`src/rtl/superh16_ifill_responder.sv`:
```
// superh16_ifill_responder
// L2-side responder for L1 instruction-cache line fills. Requests are merged
// against the in-flight line and the pending queue, queued when there is room,
// and otherwise dropped (counted). One line at a time is fetched from memory as
// BEAT_BITS-wide beats, assembled, and returned with a single-cycle l2_ack.
// Optional build macro SUPERH16_IFILL_PARITY_EN adds per-beat even parity
// checking (mem_rsp_par input, fill_err output) with one refetch on error.
module superh16_ifill_responder #(
   parameter int ADDR_WIDTH  = 48,
   parameter int LINE_BITS   = 512,
   parameter int BEAT_BITS   = 128,
   parameter int QUEUE_DEPTH = 2
) (
   input  logic                  clk,
   input  logic                  rst_n,
   input  logic                  l2_req,
   input  logic [ADDR_WIDTH-1:0] l2_addr,
   output logic                  l2_ack,
   output logic [LINE_BITS-1:0]  l2_data,
   output logic                  mem_req_valid,
   input  logic                  mem_req_ready,
   output logic [ADDR_WIDTH-1:0] mem_req_addr,
   input  logic                  mem_rsp_valid,
   input  logic [BEAT_BITS-1:0]  mem_rsp_data,
   output logic                  busy,
   output logic [7:0]            drop_cnt
`ifdef SUPERH16_IFILL_PARITY_EN
   ,
   input  logic                  mem_rsp_par,
   output logic                  fill_err
`endif
);

   localparam int BEATS = LINE_BITS / BEAT_BITS;
   localparam int CNT_W = (BEATS > 1) ? $clog2(BEATS) : 1;
   localparam int PTR_W = (QUEUE_DEPTH > 1) ? $clog2(QUEUE_DEPTH) : 1;
   localparam logic [CNT_W-1:0] LAST_BEAT = CNT_W'(BEATS - 1);
   localparam logic [PTR_W-1:0] PTR_MAX   = PTR_W'(QUEUE_DEPTH - 1);

   typedef enum logic [1:0] {
      IDLE    = 2'd0,
      ISSUE   = 2'd1,
      COLLECT = 2'd2,
      RESPOND = 2'd3
   } state_t;

   state_t                 state;
   logic [CNT_W-1:0]       beat_cnt;
   logic [LINE_BITS-1:0]   line_buf;
   logic [ADDR_WIDTH-1:0]  inflight_addr;
   logic                   inflight_vld;

   // Pending-request queue: per-entry valid bits make the merge search and
   // the empty/full tests independent of pointer arithmetic.
   logic [ADDR_WIDTH-1:0]  q_addr [QUEUE_DEPTH];
   logic [QUEUE_DEPTH-1:0] q_vld;
   logic [PTR_W-1:0]       rd_ptr;
   logic [PTR_W-1:0]       wr_ptr;

   logic                   q_empty;
   logic                   q_full;
   logic [ADDR_WIDTH-1:0]  q_head;
   logic [ADDR_WIDTH-1:0]  req_line;
   logic                   q_hit;
   logic                   merge;
   logic                   push;
   logic                   drop;
   logic                   pop;
   logic                   last_beat;
   logic                   fill_ok;
   logic                   fill_fail;
   logic [LINE_BITS-1:0]   line_fill;

`ifdef SUPERH16_IFILL_PARITY_EN
   logic                   beat_bad;
   logic                   line_bad;
   logic                   line_bad_now;
   logic                   retried;
   logic                   fill_retry;
`endif

   // Byte-offset bits of the request address carry no information here.
   logic unused_addr_bits;
   assign unused_addr_bits = ^l2_addr[5:0];

   function automatic logic [PTR_W-1:0] ptr_inc(input logic [PTR_W-1:0] p);
      return (p == PTR_MAX) ? '0 : p + 1'b1;
   endfunction

   function automatic logic [7:0] sat_inc8(input logic [7:0] v);
      return (v == 8'hFF) ? v : v + 8'd1;
   endfunction

   assign q_empty = ~|q_vld;
   assign q_full  = &q_vld;
   assign q_head  = q_addr[rd_ptr];
   assign busy    = (state != IDLE) || !q_empty;

   // Intake decision, fill completion decode, and line assembly
   always_comb begin
      req_line = {l2_addr[ADDR_WIDTH-1:6], 6'd0};
      q_hit    = 1'b0;
      for (int i = 0; i < QUEUE_DEPTH; i++) begin
         if (q_vld[i] && (q_addr[i] == req_line)) begin
            q_hit = 1'b1;
         end
      end
      // In RESPOND the in-flight register still holds the completed line,
      // so a re-request arriving with the ack merges into it.
      merge = l2_req && ((inflight_vld && (inflight_addr == req_line)) || q_hit);
      push  = l2_req && !merge && !q_full;
      drop  = l2_req && !merge && q_full;

      last_beat = (state == COLLECT) && mem_rsp_valid && (beat_cnt == LAST_BEAT);
`ifdef SUPERH16_IFILL_PARITY_EN
      beat_bad     = (mem_rsp_par != ^mem_rsp_data);
      line_bad_now = line_bad | beat_bad;
      fill_ok      = last_beat && !line_bad_now;
      fill_retry   = last_beat && line_bad_now && !retried;
      fill_fail    = last_beat && line_bad_now && retried;
`else
      fill_ok   = last_beat;
      fill_fail = 1'b0;
`endif
      pop = !q_empty && ((state == IDLE) || (state == RESPOND) || fill_fail);

      line_fill = line_buf;
      line_fill[int'(beat_cnt) * BEAT_BITS +: BEAT_BITS] = mem_rsp_data;
   end

   // Queue storage and pointers; push and pop may occur in the same cycle
   always_ff @(posedge clk or negedge rst_n) begin
      if (!rst_n) begin
         q_vld  <= '0;
         rd_ptr <= '0;
         wr_ptr <= '0;
         for (int i = 0; i < QUEUE_DEPTH; i++) begin
            q_addr[i] <= '0;
         end
      end else begin
         if (pop) begin
            q_vld[rd_ptr] <= 1'b0;
            rd_ptr        <= ptr_inc(rd_ptr);
         end
         if (push) begin
            q_vld[wr_ptr]  <= 1'b1;
            q_addr[wr_ptr] <= req_line;
            wr_ptr         <= ptr_inc(wr_ptr);
         end
      end
   end

   // Saturating count of requests turned away by a full queue
   always_ff @(posedge clk or negedge rst_n) begin
      if (!rst_n) begin
         drop_cnt <= 8'd0;
      end else if (drop) begin
         drop_cnt <= sat_inc8(drop_cnt);
      end
   end

   // Fill sequencer: issue, collect beats, respond; all outputs registered
   always_ff @(posedge clk or negedge rst_n) begin
      if (!rst_n) begin
         state         <= IDLE;
         l2_ack        <= 1'b0;
         l2_data       <= '0;
         mem_req_valid <= 1'b0;
         mem_req_addr  <= '0;
         beat_cnt      <= '0;
         line_buf      <= '0;
         inflight_addr <= '0;
         inflight_vld  <= 1'b0;
`ifdef SUPERH16_IFILL_PARITY_EN
         line_bad      <= 1'b0;
         retried       <= 1'b0;
         fill_err      <= 1'b0;
`endif
      end else begin
         l2_ack <= 1'b0;
`ifdef SUPERH16_IFILL_PARITY_EN
         fill_err <= 1'b0;
`endif
         case (state)
            IDLE: begin
               if (pop) begin
                  inflight_addr <= q_head;
                  inflight_vld  <= 1'b1;
                  mem_req_valid <= 1'b1;
                  mem_req_addr  <= q_head;
                  state         <= ISSUE;
               end
            end

            ISSUE: begin
               if (mem_req_ready) begin
                  mem_req_valid <= 1'b0;
                  beat_cnt      <= '0;
`ifdef SUPERH16_IFILL_PARITY_EN
                  line_bad      <= 1'b0;
`endif
                  state         <= COLLECT;
               end
            end

            COLLECT: begin
               if (mem_rsp_valid) begin
                  line_buf <= line_fill;
                  beat_cnt <= beat_cnt + 1'b1;
`ifdef SUPERH16_IFILL_PARITY_EN
                  line_bad <= line_bad_now;
`endif
                  if (fill_ok) begin
                     l2_ack  <= 1'b1;
                     l2_data <= line_fill;
`ifdef SUPERH16_IFILL_PARITY_EN
                     retried <= 1'b0;
`endif
                     state   <= RESPOND;
                  end
`ifdef SUPERH16_IFILL_PARITY_EN
                  else if (fill_retry) begin
                     // First bad fetch: refetch the same line once.
                     mem_req_valid <= 1'b1;
                     mem_req_addr  <= inflight_addr;
                     retried       <= 1'b1;
                     state         <= ISSUE;
                  end else if (fill_fail) begin
                     // Second bad fetch: discard and move on as after an ack.
                     fill_err <= 1'b1;
                     retried  <= 1'b0;
                     if (pop) begin
                        inflight_addr <= q_head;
                        mem_req_valid <= 1'b1;
                        mem_req_addr  <= q_head;
                        state         <= ISSUE;
                     end else begin
                        inflight_vld <= 1'b0;
                        state        <= IDLE;
                     end
                  end
`endif
               end
            end

            RESPOND: begin
               if (pop) begin
                  inflight_addr <= q_head;
                  mem_req_valid <= 1'b1;
                  mem_req_addr  <= q_head;
                  state         <= ISSUE;
               end else begin
                  inflight_vld <= 1'b0;
                  state        <= IDLE;
               end
            end

            default: begin
               state <= IDLE;
            end
         endcase
      end
   end

endmodule

```
`config.mk`:
```
export PLATFORM = sky130hd
export DESIGN_NAME = superh16_ifill_responder
export DESIGN_NICKNAME = d
export VERILOG_FILES = /design/src/rtl/superh16_ifill_responder.sv
export SDC_FILE = /design/constraint.sdc
export NUM_CORES = 2
export LEC_CHECK = 0
export BUFFER_PORTS_ARGS = -buffer_cell sky130_fd_sc_hd__buf_4
export CORE_AREA = 8 8 359 361
export DETAILED_ROUTE_END_ITERATION = 16
export DIE_AREA = 0 0 367 369
export PLACE_DENSITY = 0.56
export SLEW_MARGIN = 20
export SYNTH_ARGS = -nofsm -noshare
export SYNTH_HDL_FRONTEND = slang
export SYNTH_SLANG_ARGS = --single-unit
```
`constraint.sdc`:
```
create_clock -name clk -period 2.9 [get_ports clk]
set_input_delay 0.145 -clock clk [delete_from_list [all_inputs] [get_ports clk]]
set_output_delay 0.145 -clock clk [all_outputs]
set_load 0.005 [all_outputs]
```
==> impl_metrics.toml <==
[outcome]
status = "complete, no violations"

[worst_hold_path]
hp-class = "in2async"

[routing]
wl_per_cell_um = 25.9
routed-via-count = 33518
firstDrtPassIters = 7
via_per_inst = 5.51
drc = 0
dr.first_iter.drc_count = 2948
totalWireLength_um = 158000
ant_nets = 0

[setup_path]
ff2ff_path_depth = 10
crit_path_cell_trace = "xnor2_2 > buf_4 > nand4_1 > nor4_4 > nand4_1 > o41ai_4 > buf_6 > nor4b_4 > buf_12 > mux2_4"
critical_path_required_ns = 3.48
cp-end-kind = "register"
cpLargestDelayFamily = "simple AND/OR/NAND/NOR gates"
critPathBufInv = 3
worst_ep_arrival_time_ns = 3.45
path_common_cell = "nand4_1"
r2r-end = "q_addr[44]"
slowest_delay_ns = 0.41
reg2reg_setup_slack_ns = 0.03
critical_path_depth = 10
r2r_start = "inflight_addr[27]"
slowest_stage = "dfrtp_1"
critPathKind = "reg2reg"
worstSetupStartpointType = "register"
worst-path-max-fanout = 20

[global_route]
grt_pass1_wl_um = 236000
grt_pass1_vias = 34073
overflow = 0
track_usage_pct = 22.4
antenna_found_initial = 1
grt_max_degree = 127

[synth]
ys_ff_latch = 1041
synth_area_leader_cell = "dfrtp_1"
netlist_instances = 3651
netlist_area_um2 = 42700
yosysSeqAreaShare_pct = 61.0
async_flop_share_pct = 100
synth_edf_count = 0
synth_common_cells = "1041 x dfrtp_1, 772 x nor2_1, 515 x a22o_1"
yosysMostFrequentCell = "dfrtp_1"
yosysWarnings = 0
synth.top_cell.area_share_pct = 61.0
synth_area_leaders = "dfrtp_1 61%, a22o_1 11%, a221oi_1 7.9%"
synth_cell_type_count = 42
synthFlopType = "dfrtp_1"
syn_avg_cell_area_um2 = 11.7

[cts]
cts_buffers = 111
cts_buffer_depth = 3
clock_latency_ns = 0.72
clockRootBuffer = "clkbuf_16"
clk_pin_slew_ns = 0.06
clock_sinks = 1041
h-tree-depth = 3
cts_tree = "done"
post_cts_buffers = 0

[power_and_ir_drop]
power.density_nw_per_um2 = 980
power_leakage_nw = 26.8
max-vdd-ir-drop_uv = 679
totalPowerFinal_mw = 54.8

[timing]
finalCritPeriodShare_pct = 98.9
slew_viol_final = 0
maxSlewHeadroom_pct = 39.8
rsz0062_at_grt = "true"
setup_viol = 0
worstMarginPinSlew_ns = 0.904
final-hold-violation-count = 0
final.setup_skew_ns = 0.0616
timing.fmax_mhz = 349
fin_crit_ns = 2.87

[placement]
place_congestion = 0.875
dp_hpwl_um = 101000
dpl.cell_count = 5705
placed_area_um2 = 50300
io_buffers = 739

[finish]
design_area_um2 = 55900
areaGrowthSynthToFinish_pct = 30.9
drive_gt1_share_pct = 25.8
layout.nets = 4547
stdcell_count = 6088
fin_util_pct = 45.5

[die]
coreArea_um2 = 123000
dieArea_um2 = 135000
chipWidth_um = 367
start_util_pct = 34.7
pin_count = 752
row_count = 129
die_y_um = 369

[run]
maxCapViolCount = 0
-- registers in the layout, indices dropped and copies added, names as in the netlist, 2 cells and up --
name and cells:
l2_data 512, inflight_addr 42, state 2, beat_cnt 2
q_vld 2, line_buf 384, q_addr 84, drop_cnt 8
-- stage by stage --
stage	hold slack, ns	TNS [ns]	setup slack (ns)
global placement	0.228	-13.35	-0.178
floorplan	-0.151	0	0.282
detailed placement	0.213	-13.72	-0.183
finish	0.0342	0	0.0332
global route	0.0491	-0.992	-0.0304
CTS	0.00526	0	0.0399
-- worst register-to-register path, cell delays in order, from the launching register on --
cell and delay, ns:
dfrtp_1 0.41, xnor2_2 0.27, buf_4 0.16, nand4_1 0.19, nor4_4 0.35, nand4_1 0.26
o41ai_4 0.33, buf_6 0.19, nor4b_4 0.07, buf_12 0.19, mux2_4 0.34
-- how the worst max path moves through the flow --
stage	slack, ns	end	from
global placement	-0.18	q_addr[40]	inflight_addr[27]
finish	0.03	q_addr[44]	inflight_addr[27]
CTS	0.04	q_addr[43]	inflight_addr[27]
detailed placement	-0.18	q_addr[38]	inflight_addr[27]
global route	-0.03	q_addr[41]	inflight_addr[27]
floorplan	0.28	q_addr[10]	inflight_addr[13]
-- layer usage --
layer / track usage, % / share of wire (%) / wire length [um]
met1: 30.6 / 43 / 67900
met2: 35.5 / 47 / 73500
met3: 4.49 / 6.8 / 10800
met4: 8.12 / 3.6 / 5710
met5: 0 / 0 / 0
-- area by class of cell --
cell class / instances / area, um2
Inverter: 22 / 100
Tap cell: 1637 / 2050
Multi-Input combinational cell: 2148 / 15000
Sequential cell: 1041 / 26100
Fill cell: 11444 / 67100
Timing Repair Buffer: 1031 / 8940
Clock inverter: 41 / 515
Antenna cell: 3 / 7.51
Clock buffer: 165 / 3270
-- placed cells by master (no fill, tap or decap), drive strengths merged, types with 45 or more instances in the layout --
master	synthesis	routed
mux2i	45	45
nand2	53	53
nor2	772	772
mux2	84	84
xnor2	111	111
a22o	515	515
dfrtp	1041	1041
buf	23	857
a221oi	384	384
clkbuf	422	165
o21ai	51	51
dlygate4sd3	0	174
-- logic make-up after synthesis --
kind of cell,after synthesis,synth area share [%]
other,1,0.00878
AOI/OAI and AO/OA,970,19.4
buffers and inverters,467,4.30
and+or+nand+nor,913,8.59
adders and majority gates,11,0.322
DFF,1041,61.0
muxes,129,3.93
xor gates and xnor gates,119,2.44
-- repair_timing --
item	in CTS	in global routing
hold buffers	174	0
pin swaps	0	3
endpoints found under the setup margin	90	82
resized for setup	2	6
hold endpoints to repair	1273	0
-- power by group --
group          switching, mW  internal, mW  total (mW)  leakage, nW
Clock                   6.12          8.53        14.7         1.87
Sequential              3.28          19.1        22.4         13.7
Combinational           9.00          8.72        17.7         11.2
Power figures use the tool's default switching activity.
